`src/rtl/router_pkg.sv`:
```
// Shared router definitions: reader FSM states, header field positions and packet limits.
package router_pkg;

  typedef enum logic [1:0] {
    IDLE = 2'd0,
    WAIT = 2'd1,
    READ = 2'd2,
    DONE = 2'd3
  } rd_state_e;

  localparam int HDR_LEN_MSB        = 7;
  localparam int HDR_LEN_LSB        = 2;
  localparam int MAX_PKT_BYTES      = 65;
  localparam int SOFT_RESET_TIMEOUT = 30;

endpackage

```
`src/rtl/router_parity_acc.sv`:
```
// 8-bit running XOR: clear, load a seed byte, or fold in a new byte each cycle.
module router_parity_acc (
  input  logic       clock,
  input  logic       resetn,
  input  logic       clr_i,
  input  logic       load_i,
  input  logic       acc_i,
  input  logic [7:0] dat_i,
  output logic [7:0] par_o
);

  logic [7:0] par_q;

  always_ff @(posedge clock) begin
    if (!resetn || clr_i) begin
      par_q <= 8'h00;
    end else if (load_i) begin
      par_q <= dat_i;
    end else if (acc_i) begin
      par_q <= par_q ^ dat_i;
    end
  end

  assign par_o = par_q;

endmodule

```
`src/rtl/router_dest_reader.sv`:
```
// Router destination reader: pulls one packet per visit from the output FIFO and reports its results.
// Parity checking is built only with ROUTER_READER_PARITY_CHECK_EN defined.
module router_dest_reader
  import router_pkg::*;
#(
  parameter int unsigned START_DELAY = 0,
  parameter logic [1:0]  PORT_ADDR   = 2'b00
) (
  input  logic        clock,
  input  logic        resetn,
  input  logic        vld_out,
  input  logic [7:0]  data_out,
  input  logic        soft_reset,
  input  logic        stall_i,
  output logic        read_enb,
  output logic        pkt_done_o,
  output logic [5:0]  pkt_len_o,
  output logic [1:0]  pkt_addr_o,
  output logic        parity_err_o,
  output logic        addr_err_o,
  output logic        abort_o,
  output logic [15:0] pkt_cnt_o
);

  rd_state_e   state_q, state_d;
  logic [4:0]  dly_q, dly_d;
  logic [6:0]  issued_q, issued_d;
  logic [6:0]  cap_q, cap_d;
  logic [6:0]  last_idx, limit;
  logic        rd_q, abort_q, abort_ev, cap_hdr, cap_last, to_idle;
  logic [5:0]  len_q, pkt_len_q;
  logic [1:0]  addr_q, pkt_addr_q;
  logic        addr_err_q;
  logic [15:0] pkt_cnt_q;

  // Until the header lands only header+next byte may be requested; len is unknown.
  assign last_idx = {1'b0, len_q} + 7'd1;
  assign limit    = (cap_q == 7'd0) ? 7'd2 : last_idx + 7'd1;
  assign abort_ev = soft_reset & ((state_q == WAIT) | (state_q == READ));
  assign cap_hdr  = rd_q & (cap_q == 7'd0);
  assign cap_last = rd_q & (cap_q == last_idx);
  assign read_enb = resetn & (state_q == READ) & vld_out & ~stall_i & ~soft_reset
                  & (issued_q < limit);

  always_comb begin
    state_d  = state_q;
    dly_d    = dly_q;
    issued_d = issued_q + {6'd0, read_enb};
    cap_d    = cap_q + {6'd0, rd_q};
    case (state_q)
      IDLE: if (vld_out) begin
        state_d = WAIT;
        dly_d   = 5'(START_DELAY);
      end
      WAIT: begin
        if (dly_q == 5'd0) state_d = READ;
        else               dly_d   = dly_q - 5'd1;
      end
      READ: if (cap_last) state_d = DONE;
      DONE: state_d = IDLE;
      default: state_d = IDLE;
    endcase
    if (abort_ev) state_d = IDLE;
    if (state_d == IDLE) begin
      issued_d = 7'd0;
      cap_d    = 7'd0;
      dly_d    = 5'd0;
    end
  end

  assign to_idle = (state_d == IDLE);

  always_ff @(posedge clock) begin
    if (!resetn) begin
      state_q    <= IDLE;
      dly_q      <= 5'd0;
      issued_q   <= 7'd0;
      cap_q      <= 7'd0;
      rd_q       <= 1'b0;
      abort_q    <= 1'b0;
      len_q      <= 6'd0;
      addr_q     <= 2'd0;
      pkt_len_q  <= 6'd0;
      pkt_addr_q <= 2'd0;
      addr_err_q <= 1'b0;
      pkt_cnt_q  <= 16'd0;
    end else begin
      state_q  <= state_d;
      dly_q    <= dly_d;
      issued_q <= issued_d;
      cap_q    <= cap_d;
      rd_q     <= read_enb;
      abort_q  <= abort_ev;
      if (cap_hdr) begin
        len_q  <= data_out[HDR_LEN_MSB:HDR_LEN_LSB];
        addr_q <= data_out[HDR_LEN_LSB-1:0];
      end
      // Results become visible together with the DONE pulse.
      if (cap_last && !abort_ev) begin
        pkt_len_q  <= len_q;
        pkt_addr_q <= addr_q;
        addr_err_q <= (addr_q != PORT_ADDR);
        pkt_cnt_q  <= pkt_cnt_q + 16'd1;
      end
    end
  end

`ifdef ROUTER_READER_PARITY_CHECK_EN
  logic [7:0] par_run;
  logic       par_acc;
  logic       par_err_q;

  assign par_acc = rd_q & ~cap_hdr & ~cap_last;

  router_parity_acc u_parity_acc (
    .clock  (clock),
    .resetn (resetn),
    .clr_i  (to_idle),
    .load_i (cap_hdr),
    .acc_i  (par_acc),
    .dat_i  (data_out),
    .par_o  (par_run)
  );

  always_ff @(posedge clock) begin
    if (!resetn) begin
      par_err_q <= 1'b0;
    end else if (cap_last && !abort_ev) begin
      par_err_q <= (data_out != par_run);
    end
  end

  assign parity_err_o = par_err_q;
`else
  assign parity_err_o = 1'b0;
`endif

  assign pkt_done_o = (state_q == DONE);
  assign pkt_len_o  = pkt_len_q;
  assign pkt_addr_o = pkt_addr_q;
  assign addr_err_o = addr_err_q;
  assign abort_o    = abort_q;
  assign pkt_cnt_o  = pkt_cnt_q;

endmodule
```
`config.mk`:
```
export PLATFORM = sky130hd
export DESIGN_NAME = router_dest_reader
export DESIGN_NICKNAME = d
export VERILOG_FILES = /design/src/rtl/router_pkg.sv /design/src/rtl/router_parity_acc.sv /design/src/rtl/router_dest_reader.sv
export SDC_FILE = /design/constraint.sdc
export NUM_CORES = 1
export LEC_CHECK = 0
export CAP_MARGIN = 40
export CORE_ASPECT_RATIO = 1.25
export CORE_MARGIN = 2
export CORE_UTILIZATION = 45
export CTS_CLUSTER_SIZE = 20
export DETAILED_ROUTE_END_ITERATION = 10
export PLACE_DENSITY = 0.78
export SETUP_SLACK_MARGIN = 0.05
export SLEW_MARGIN = 20
export SYNTH_ARGS = -nofsm -noshare
export SYNTH_HDL_FRONTEND = slang
export SYNTH_SLANG_ARGS = --single-unit
```
`constraint.sdc`:
```
create_clock -name clock -period 2.97 [get_ports clock]
set_input_delay 0.891 -clock clock [delete_from_list [all_inputs] [get_ports clock]]
set_output_delay 0.891 -clock clock [all_outputs]
set_load 0.02 [all_outputs]
```
Word level (Yosys, flattened, before mapping)
Index checks and enable logic that the tools add are counted.

$add $sub $neg: 6. Magnitude comparators: 1. Equal/unequal tests: 6. Mux-type cells: 9. Bitwise operators: 12. Reduce and logical (&&, ||, !) cells: 10.

Operators with widths (number): adder 16 x 1 -> 16 bit, second input constant (1); adder 7 x 1 -> 7 bit (2); two-way mux 5 bit (2); one-hot mux 5 bit (2 select lines) (1); AND 1 bit (8); two-way mux 2 bit (4); one-hot mux 2 bit (4 select lines) (1); adder 6 x 1 -> 7 bit, second input constant (1); adder 7 x 1 -> 7 bit, second input constant (1); equality test 7 bit (1); logical NOT 7 bit (1); < comparator 7 bit (1); two-way mux 7 bit (1); logical NOT 5 bit (1); subtractor 5 x 1 -> 5 bit, second input constant (1); equality test 2 bit, second input constant (2); logical NOT 2 bit (2); != test 2 bit, second input constant (2); nonzero test 2 bit (2); NOT 1 bit (3); AND reduction 3 bit (1); equality test 2 x 1 -> 1 bit, second input constant (1); OR reduction 2 bit (1); logical AND 1 bit (1); 2 further kinds (2).

Register bits after elaboration: 56. Input bits: 13. Output and inout bits: 29. Word-level logic and storage cells: 56.

Depth between registers and ports, before layout
Gate-level depths: netlist of run 1.

Depth in word-level cells: 8. Depth in mapped cells: 16. Mapped depth without buffers: 15.

Worst setup path after synthesis of run 1
No wires, ideal clock.

Path kind: reg-to-output. From: register len_q[1]. To: output read_enb. Arrival time: 2.533 ns. Required time: 2.079 ns. Path slack: -0.454 ns. Stages on the path, launching flop included: 11. Path buffers: 0. Path through: dfxtp_1 > ha_1 > and3_1 > xnor2_1 > or3_1 > a21oi_1 > o21ai_0 > ha_1 > nor4b_1 > o2111ai_1 > a41oi_1.

Longest elaborated chain between the ends: 5.

RTL lines: start, declared (line router_dest_reader.sv:31) `logic [5:0] len_q, pkt_len_q;`; start signal, assigned (line router_dest_reader.sv:95) `len_q <= data_out[HDR_LEN_MSB:HDR_LEN_LSB];`; adder 6 x 1 -> 7 bit (line router_dest_reader.sv:37) `assign last_idx = {1'b0, len_q} + 7'd1;`; adder 7 x 1 -> 7 bit (line router_dest_reader.sv:38) `assign limit = (cap_q == 7'd0) ? 7'd2 : last_idx + 7'd1;`; two-way mux 7 bit (line router_dest_reader.sv:38); < comparator 7 bit (line router_dest_reader.sv:43) `& (issued_q < limit);`; AND 1 bit (line router_dest_reader.sv:43); end, declared (line router_dest_reader.sv:15) `output logic read_enb,`.

No other way between the ends.

Worst setup path in the final report of run 1
From: register cap_q[4]. To: output read_enb.

Longest elaborated chain between the ends: 4.

RTL lines: start, declared (line router_dest_reader.sv:28) `logic [6:0] cap_q, cap_d;`; start signal, assigned (line router_dest_reader.sv:91) `cap_q <= cap_d;`; logical NOT 7 bit (line router_dest_reader.sv:38); two-way mux 7 bit (line router_dest_reader.sv:38); < comparator 7 bit (line router_dest_reader.sv:43); AND 1 bit (line router_dest_reader.sv:43).

No other way between the ends.

==> flow_metrics.env, run 1 <==
export IMPL_peakVddDrop_uv=329
export IMPL_async_reset_ff_frac=0
export IMPL_hp_start="pkt_len_o[1]"
export IMPL_io_buffer_count=40
export IMPL_clockRootBuffer="clkbuf_8"
export IMPL_tightest_slew_ns=0.820
export IMPL_min_period_over_period=1.21
export IMPL_layout_min_cycle_time_ns=3.60
export IMPL_critPathLaunchType="register"
export IMPL_r2r_slack_ns=-0.12
export IMPL_cts_tree="built"
export IMPL_antenna_found_initial=0
export IMPL_cp_end_kind="primary output"
export IMPL_die_y_um=96.1
export IMPL_arrival_ns=2.71
export IMPL_clkLatencyLatePin_ns=0.31
export IMPL_yosys_area_top_type="dfxtp_1"
export IMPL_violations="setup timing"
export IMPL_hold_end="pkt_len_o[1]"
export IMPL_diodes=0
export IMPL_p_int_mw=1.23
export IMPL_via_per_inst=5.38
export IMPL_hp_class="register to register"
export IMPL_design_die_area_um2=7460
export IMPL_coreArea_um2=6570
export IMPL_remaining_drc_errors=0
export IMPL_cts_htree_levels=2
export IMPL_synth_seq_cells=56
export IMPL_synth_cells=358
export IMPL_ys_seq_area_frac=0.368
export IMPL_slew_headroom=0.453
export IMPL_clock_power_share=0.337
export IMPL_worstHoldPathCells=2
export IMPL_fp_row_count=33
export IMPL_rr_worst_depth=13
export IMPL_pwr_share_comb=0.207
export IMPL_synth_main_ff_cell="dfxtp_1"
export IMPL_worstPathMaxFanout=5
export IMPL_detail_route_antenna_nets=0
export IMPL_drt_iter0_markers=131
export IMPL_io_pins=42
export IMPL_required_ns=2.08
export IMPL_max_cap_violations=0
export IMPL_rsz0062_at_grt="yes"
export IMPL_gr_total_overflow=0
export IMPL_rr_startpoint="cap_q[4]"
export IMPL_total_leakage_power_nw=1.47
export IMPL_sw_frac_of_total=0.276
export IMPL_fmax_mhz=278
export IMPL_hpwl_mm=5.37
export IMPL_place_congestion=0.882
export IMPL_die_w_um=77.6
export IMPL_netlist_area_leader_share=0.368
export IMPL_critical_path_class="register to primary output"
export IMPL_hold_viol=0
export IMPL_dp_cells=509
export IMPL_avgSynthCellArea_um2=8.52
export IMPL_start_util=0.465
export IMPL_reg2reg_to="issued_q[4]"
export IMPL_clk_path_buf_depth=2
export IMPL_setup_viol=6
export IMPL_power_density_nw_per_um2=415
export IMPL_drive_above_1_share=0.201
export IMPL_finalWorstSetupSlack_ns=-0.628
export IMPL_setup_tns_final_ns=-1.02
export IMPL_nets=462
export IMPL_grt_start_max_net_pins=29
export IMPL_fin_skew_ns=0.00877
export IMPL_ys_top_cells_by_area="dfxtp_1, ha_1, nand2_1"
export IMPL_p_seq_frac=0.456
export IMPL_power_switching_uw=471
export IMPL_n_fill_cell=544
export IMPL_synth_nets=389
export IMPL_clk_pin_slew_ns=0.10
export IMPL_grt_pass1_vias=2730
export IMPL_fin_cells=519
export IMPL_syn_to_final_growth_pct=34.6
export IMPL_wl_mm=7.08
export IMPL_dr_total_vias=2792
export IMPL_drtPass1Iterations=5
export IMPL_synth_edf_count=0
export IMPL_cts_made_buffers=5
export IMPL_utilization=0.625
export IMPL_synth_most_common_cell="dfxtp_1"
export IMPL_clkSinkCount=56
export IMPL_synth_cell_types=54
export IMPL_grt_pass1_wl_mm=12.3
export IMPL_drv_slew=0
export IMPL_routedWlPerCell_um=13.6
export IMPL_syn_cell_area_um2=3050
export IMPL_synth_warnings=0
export IMPL_track_usage=0.203
export IMPL_status="finished, violations left"
export IMPL_dp_slack_ns=-0.755
export IMPL_yosys_top_cells_count="dfxtp_1, nand2_1, nor2_1, nand3_1, a21oi_1"
-- logic make-up after synthesis --
logic type               synth area share
multiplexers                       0.0427
AO/OA/AOI/OAI                       0.126
buffers and inverters              0.0431
adder cells (fa/ha/maj)            0.0738
XOR/XNOR                           0.0886
AND/OR/NAND/NOR                     0.257
flip-flops                          0.368
other                             0.00123
-- layer usage --
metal,track usage,up-vias,share of wire
met5,0,-,0
met4,0.0714,0,0.022
met3,0.0253,12,0.033
met2,0.382,67,0.52
met1,0.235,1316,0.42
li1,-,1397,-
-- sequential cells by signal, indices dropped and copies added (netlist names) --
register,cells
dly_q,5
pkt_len_o,6
abort_o,1
issued_q,7
len_q,6
pkt_addr_o,2
state_q,2
cap_q,7
pkt_cnt_o,16
rd_q,1
addr_err_o,1
addr_q,2
-- power groups by stage --
stage          sequential (mW)  clock [mW]  combinational (mW)
2_1_floorplan            0.802           0               0.214
5_1_grt                  0.781       0.617               0.395
3_3_place_gp             0.794           0               0.331
6_report                 0.777       0.574               0.352
3_5_place_dp             0.795           0               0.345
4_1_cts                  0.777       0.584               0.347
-- worst max-delay path: stages (launching register included) --
cell       delay, ns
dfxtp_1         0.32
or4_1           0.54
or4_4           0.48
nand2_1         0.09
ha_1            0.25
a21oi_2         0.17
o2111ai_2       0.14
a41oi_2         0.23
buf_4           0.18
-- timing repair --
item / 4_1_cts / 5_1_grt
resized for setup: 18 / 10
endpoints found under the setup margin: 7 / 8
setup buffers: 2 / 0
hold buffers: 0 / 0
pin swaps: 2 / 0
-- through the flow --
| stage | hold WS [ns] | power (mW) | area (um2) |
|---|---|---|---|
| after floorplan | 0.437 | 1.02 | 3120 |
| after global placement | 0.447 | 1.12 | 3840 |
| after detailed placement | 0.459 | 1.14 | 3840 |
| after CTS | 0.477 | 1.71 | 4060 |
| after global routing | 0.504 | 1.79 | 4110 |
| final | 0.474 | 1.70 | 4110 |
-- layout make-up --
| type | instances | area [um2] | area share |
|---|---|---|---|
| clock buffers | 6 | 72.6 | 0.0177 |
| multi-input cells | 274 | 1960 | 0.478 |
| clock inverters | 2 | 60.1 | 0.0146 |
| well taps | 87 | 109 | 0.0265 |
| flip-flops and latches | 56 | 1130 | 0.275 |
| inverters | 10 | 37.5 | 0.00914 |
| repair buffers | 84 | 736 | 0.179 |
-- worst max path at each step --
stage	startpoint	end	slack (ns)
floorplan	len_q[1]	read_enb	-0.17
global placement	len_q[0]	read_enb	-0.73
detailed placement	cap_q[4]	read_enb	-0.76
CTS	len_q[1]	read_enb	-0.63
global route	len_q[1]	read_enb	-0.74
finish	cap_q[4]	read_enb	-0.63
-- cell usage in the layout, fill, tap and decap left out, drive strengths merged, types with 3 or more instances in the layout --
cell type,n
dfxtp,56
nand2,49
buf,45
clkdlybuf4s50,39
nor2,29
nand3,24
a21oi,20
xor2,18
ha,18
o21ai,14
mux2i,13
xnor2,12
inv,10
or3,9
nand4,7
and3,6
clkbuf,6
nor2b,5
a22oi,4
or4,4
nor3,4
nor4,3
o21bai,3
nand2b,3
o31ai,3
nor4b,3
or2,3
No activity file was read; power rests on OpenSTA's default activity.
==> inputs of run 2 (changes only) <==
--- a/config.mk
+++ b/config.mk
@@ -11,7 +11,7 @@
 export CORE_UTILIZATION = 45
 export CTS_CLUSTER_SIZE = 20
 export DETAILED_ROUTE_END_ITERATION = 10
-export PLACE_DENSITY = 0.78
+export PLACE_DENSITY = 0.76
 export SETUP_SLACK_MARGIN = 0.05
 export SLEW_MARGIN = 20
 export SYNTH_ARGS = -nofsm -noshare
==> constraint.sdc (replaced) <==
create_clock -name clock -period 3.93 [get_ports clock]
set_input_delay 1.179 -clock clock [delete_from_list [all_inputs] [get_ports clock]]
set_output_delay 1.179 -clock clock [all_outputs]
set_load 0.02 [all_outputs]
==> flow_metrics.env, run 2 (synthesized netlist as in run 1, its figures left out) <==
export IMPL_peakVddDrop_uv=195
export IMPL_remaining_drc_errors=0
export IMPL_tightest_slew_ns=0.735
export IMPL_final_common_cell="dfxtp_1"
export IMPL_cts_htree_levels=2
export IMPL_critPathLaunchType="register"
export IMPL_clkSinkCount=56
export IMPL_hp_start="addr_err_o"
export IMPL_grt_start_max_net_pins=29
export IMPL_grt_pass1_vias=2612
export IMPL_fp_row_count=33
export IMPL_syn_to_final_growth_pct=28.5
export IMPL_crit_slowest_cell="dfxtp_2"
export IMPL_status="finished clean"
export IMPL_final_cell_mix="dfxtp_1, nand2_1, clkdlybuf4s50_1"
export IMPL_drt_iter0_markers=145
export IMPL_antenna_found_initial=0
export IMPL_n_fill_cell=558
export IMPL_p_seq_frac=0.491
export IMPL_drtPass1Iterations=4
export IMPL_via_per_inst=5.32
export IMPL_drive_above_1_share=0.154
export IMPL_hpwl_mm=5.01
export IMPL_drv_slew=0
export IMPL_routedWlPerCell_um=13.4
export IMPL_setup_viol=0
export IMPL_total_leakage_power_nw=1.40
export IMPL_dr_total_vias=2704
export IMPL_min_period_over_period=0.984
export IMPL_hold_end="addr_err_o"
export IMPL_stdcell_area_um2=3920
export IMPL_cp_end_kind="primary output"
export IMPL_worstHoldPathCells=2
export IMPL_hp_class="register to register"
export IMPL_detail_route_antenna_nets=0
export IMPL_postCtsHoldBufs=0
export IMPL_p_int_uw=848
export IMPL_worstPathMaxFanout=3
export IMPL_die_y_um=96.1
export IMPL_power_density_nw_per_um2=309
export IMPL_sw_frac_of_total=0.299
export IMPL_finalWorstSetupSlack_ns=0.0626
export IMPL_pwr_share_comb=0.192
export IMPL_max_cap_violations=0
export IMPL_die_w_um=77.6
export IMPL_nets=451
export IMPL_design_die_area_um2=7460
export IMPL_register_area_um2=1120
export IMPL_multiInputGateArea_um2=1890
export IMPL_diodes=0
export IMPL_dp_slack_ns=-0.376
export IMPL_placed_area_um2=3690
export IMPL_io_buffer_count=40
export IMPL_clkLatencyLatePin_ns=0.32
export IMPL_hold_viol=0
export IMPL_critical_path_class="register to primary output"
export IMPL_start_util=0.465
export IMPL_clk_pin_slew_ns=0.10
export IMPL_setup_tns_final_ns=0
export IMPL_cts_made_buffers=5
export IMPL_slowest_delay_ns=0.35
export IMPL_layout_min_cycle_time_ns=3.87
export IMPL_cts_tree="built"
export IMPL_rr_startpoint="len_q[0]"
export IMPL_power_mw=1.21
export IMPL_arrival_ns=2.69
export IMPL_track_usage=0.191
export IMPL_place_congestion=0.849
export IMPL_coreArea_um2=6570
export IMPL_power_switching_uw=361
export IMPL_clock_power_share=0.317
export IMPL_rr_worst_depth=18
export IMPL_required_ns=2.75
export IMPL_crit_path_cell_trace="ha_2, and3_4, xnor2_1, or3_4, a21oi_2, o21ai_1, ha_2, nor4b_4, o2111ai_2, a41oi_2, buf_4"
export IMPL_gr_total_overflow=0
export IMPL_fmax_mhz=259
export IMPL_clk_path_buf_depth=2
export IMPL_crit_top_cell="ha_2"
export IMPL_r2r_slack_ns=0.74
export IMPL_grt_pass1_wl_mm=11.5
export IMPL_slew_headroom=0.509
export IMPL_io_pins=42
export IMPL_reg2reg_to="issued_q[6]"
export IMPL_largest_register_ffs=16
export IMPL_wl_mm=6.79
export IMPL_rsz0062_at_grt="yes"
export IMPL_clockRootBuffer="clkbuf_8"
export IMPL_fin_skew_ns=0.0112
-- run 2: changes by cell type in the layout (fill, tap and decap cells not counted), moves of 2 or more --
cell	delta
xnor2_1	+2
ha_4	-2
buf_4	-10
nand3_1	+4
xnor2_2	-2
o21ai_1	+2
nand3_2	-3
dfxtp_1	+2
-- run 2: timing repair --
action,CTS,global route
pin swaps,5,10
gates resized for setup,21,5
setup endpoints to repair,1,1
setup buffers,1,2
-- run 2: how the worst max path moves through the flow --
stage	depth (start not counted)	slack [ns]	to	startpoint
6_report	11	0.06	read_enb	len_q[1]
5_1_grt	11	-0.1	read_enb	len_q[1]
4_1_cts	11	-0.05	read_enb	len_q[1]
3_5_place_dp	11	-0.38	read_enb	len_q[1]
3_3_place_gp	5	-0.39	read_enb	soft_reset
2_1_floorplan	10	0.22	read_enb	len_q[1]
-- run 2: critical path: cells and delay by family, from the launching register on --
family          cells  cell delay [ns]
flops               1             0.35
simple gates        3             0.74
compound gates      4             0.58
xor+xnor            1             0.14
fa+ha+maj           2             0.37
buf+inv             1             0.18
-- run 2: layout make-up --
type / instances / share of cell area
inverters: 10 / 0.00958
clock inverters: 2 / 0.00990
well taps: 87 / 0.0278
clock buffers: 6 / 0.0185
repair buffers: 73 / 0.166
flip-flops and latches: 56 / 0.287
multi-input cells: 274 / 0.482
-- run 2: power by group through the flow --
stage / Combinational [mW] / Clock (mW) / Sequential [mW]
5_1_grt: 0.263 / 0.407 / 0.597
4_1_cts: 0.233 / 0.393 / 0.594
2_1_floorplan: 0.161 / 0 / 0.606
3_3_place_gp: 0.219 / 0 / 0.606
3_5_place_dp: 0.227 / 0 / 0.607
6_report: 0.232 / 0.383 / 0.594
-- run 2: metal layers --
| layer | part of all wire | GRT usage |
|---|---|---|
| met1 | 0.44 | 0.222 |
| met2 | 0.51 | 0.358 |
| met3 | 0.025 | 0.0235 |
| met4 | 0.023 | 0.0729 |
| met5 | 0 | 0 |
-- run 2: stage by stage --
stage,hold WS (ns),cells,util
after CTS,0.470,506,0.590
final,0.465,508,0.597
after floorplan,0.437,358,-
after global placement,0.442,497,0.562
after global routing,0.488,508,0.597
after detailed placement,0.456,497,0.563
==> inputs of run 3 (changes only) <==
==> constraint.sdc (replaced) <==
create_clock -name clock -period 5 [get_ports clock]
set_input_delay 1.5 -clock clock [delete_from_list [all_inputs] [get_ports clock]]
set_output_delay 1.5 -clock clock [all_outputs]
set_load 0.02 [all_outputs]
==> flow_metrics.env, run 3 (synthesized netlist as in run 1, its figures left out) <==
export IMPL_die_y_um=96.1
export IMPL_hold_viol=0
export IMPL_detail_route_antenna_nets=0
export IMPL_fmax_mhz=210
export IMPL_clkSinkCount=56
export IMPL_setup_viol=0
export IMPL_hpwl_mm=4.73
export IMPL_die_w_um=77.6
export IMPL_hp_class="register to register"
export IMPL_total_leakage_power_nw=1.29
export IMPL_fin_skew_ns=0.0111
export IMPL_postCtsSetupBuffers=0
export IMPL_cts_tree="built"
export IMPL_min_period_over_period=0.953
export IMPL_n_fill_cell=590
export IMPL_largest_register_ffs=16
export IMPL_dp_slack_ns=0.0547
export IMPL_cts_made_buffers=5
export IMPL_io_pins=42
export IMPL_final_common_cell="dfxtp_1"
export IMPL_grt_start_max_net_pins=29
export IMPL_required_ns=3.50
export IMPL_drtPass1Iterations=4
export IMPL_worstPathMaxFanout=8
export IMPL_clk_path_buf_depth=2
export IMPL_grt_pass1_wl_mm=10.7
export IMPL_diodes=0
export IMPL_arrival_ns=3.27
export IMPL_start_util=0.465
export IMPL_multiInputGateArea_um2=1810
export IMPL_coreArea_um2=6570
export IMPL_critical_path_class="register to primary output"
export IMPL_register_area_um2=1120
export IMPL_final_cell_mix="dfxtp_1, nand2_1, clkdlybuf4s50_1"
export IMPL_drive_above_1_share=0.0704
export IMPL_wl_mm=6.39
export IMPL_max_cap_violations=0
export IMPL_peakVddDrop_uv=174
export IMPL_io_buffer_count=40
export IMPL_cp_end_kind="primary output"
export IMPL_via_per_inst=5.41
export IMPL_tightest_slew_ns=0.712
export IMPL_finalWorstSetupSlack_ns=0.235
export IMPL_nets=428
export IMPL_layout_min_cycle_time_ns=4.77
export IMPL_gr_total_overflow=0
export IMPL_status="finished clean"
export IMPL_remaining_drc_errors=0
export IMPL_design_die_area_um2=7460
export IMPL_critPathLaunchType="register"
export IMPL_antenna_found_initial=0
export IMPL_drt_iter0_markers=183
export IMPL_clockRootBuffer="clkbuf_8"
export IMPL_place_congestion=0.787
export IMPL_fp_row_count=33
export IMPL_dr_total_vias=2623
export IMPL_syn_to_final_growth_pct=20.0
export IMPL_clk_pin_slew_ns=0.10
export IMPL_clkLatencyLatePin_ns=0.31
export IMPL_grt_pass1_vias=2416
export IMPL_routedWlPerCell_um=13.2
export IMPL_drv_slew=0
export IMPL_track_usage=0.177
export IMPL_setup_tns_final_ns=0
export IMPL_slew_headroom=0.525
export IMPL_rsz0062_at_grt="no"
export IMPL_power_density_nw_per_um2=260
export IMPL_cts_htree_levels=2
export IMPL_hold_ws_ns=0.465
[run 3: worst paths after layout]
path / slack (ns) / endpoint / startpoint / depth (start not counted)
worst max-delay path: 0.23 / read_enb / len_q[0] / 11
worst min-delay path: 0.47 / addr_err_o / addr_err_o / 2
worst max register to register: 1.55 / issued_q[4] / len_q[0] / 15
worst min register to register: 0.47 / addr_err_o / addr_err_o / 2
[run 3: worst max-delay path, cell delays in order (launching register included)]
cell,delay [ns]
dfxtp_2,0.39
ha_1,0.23
and3_1,0.22
xnor2_1,0.15
or3_1,0.34
a21oi_1,0.12
o21ai_0,0.11
ha_1,0.21
nor4b_1,0.32
o2111ai_1,0.23
a41oi_2,0.25
dlygate4sd2_1,0.36
[run 3: area by class of cell]
type	count	area share
Multi-Input combinational cell	274	0.493
Tap cell	87	0.0297
Clock buffer	6	0.0198
Clock inverter	2	0.0106
Sequential cell	56	0.307
Timing Repair Buffer	50	0.130
Inverter	10	0.0103
[run 3: through the flow]
stage          cell area (um2)  std cells  power [mW]  utilization
2_1_floorplan             3050        358       0.603            -
3_3_place_gp              3540        477       0.658        0.539
3_5_place_dp              3540        477       0.663        0.539
4_1_cts                   3650        485       0.963        0.556
5_1_grt                   3660        485       0.998        0.558
6_report                  3660        485       0.952        0.558
[run 3: power breakdown]
| part | internal (mW) | switching, mW |
|---|---|---|
| registers | 0.456 | 0.0112 |
| logic | 0.0620 | 0.120 |
| clock network | 0.152 | 0.150 |
| total | 0.670 | 0.282 |
[run 3: layer usage]
metal  GRT usage  routed length [um]  part of all wire
met5           0                   0                 0
met2       0.315                3210              0.50
met1       0.213                2860              0.45
met3      0.0300                 230             0.036
met4      0.0714                  94             0.015
[run 3: what timing repair did]
| action | CTS | global route |
|---|---|---|
| endpoints found under the setup margin | 1 | 1 |
| gates resized for setup | 2 | 2 |
| pin swaps | 0 | 0 |
| hold buffers | 0 | 0 |
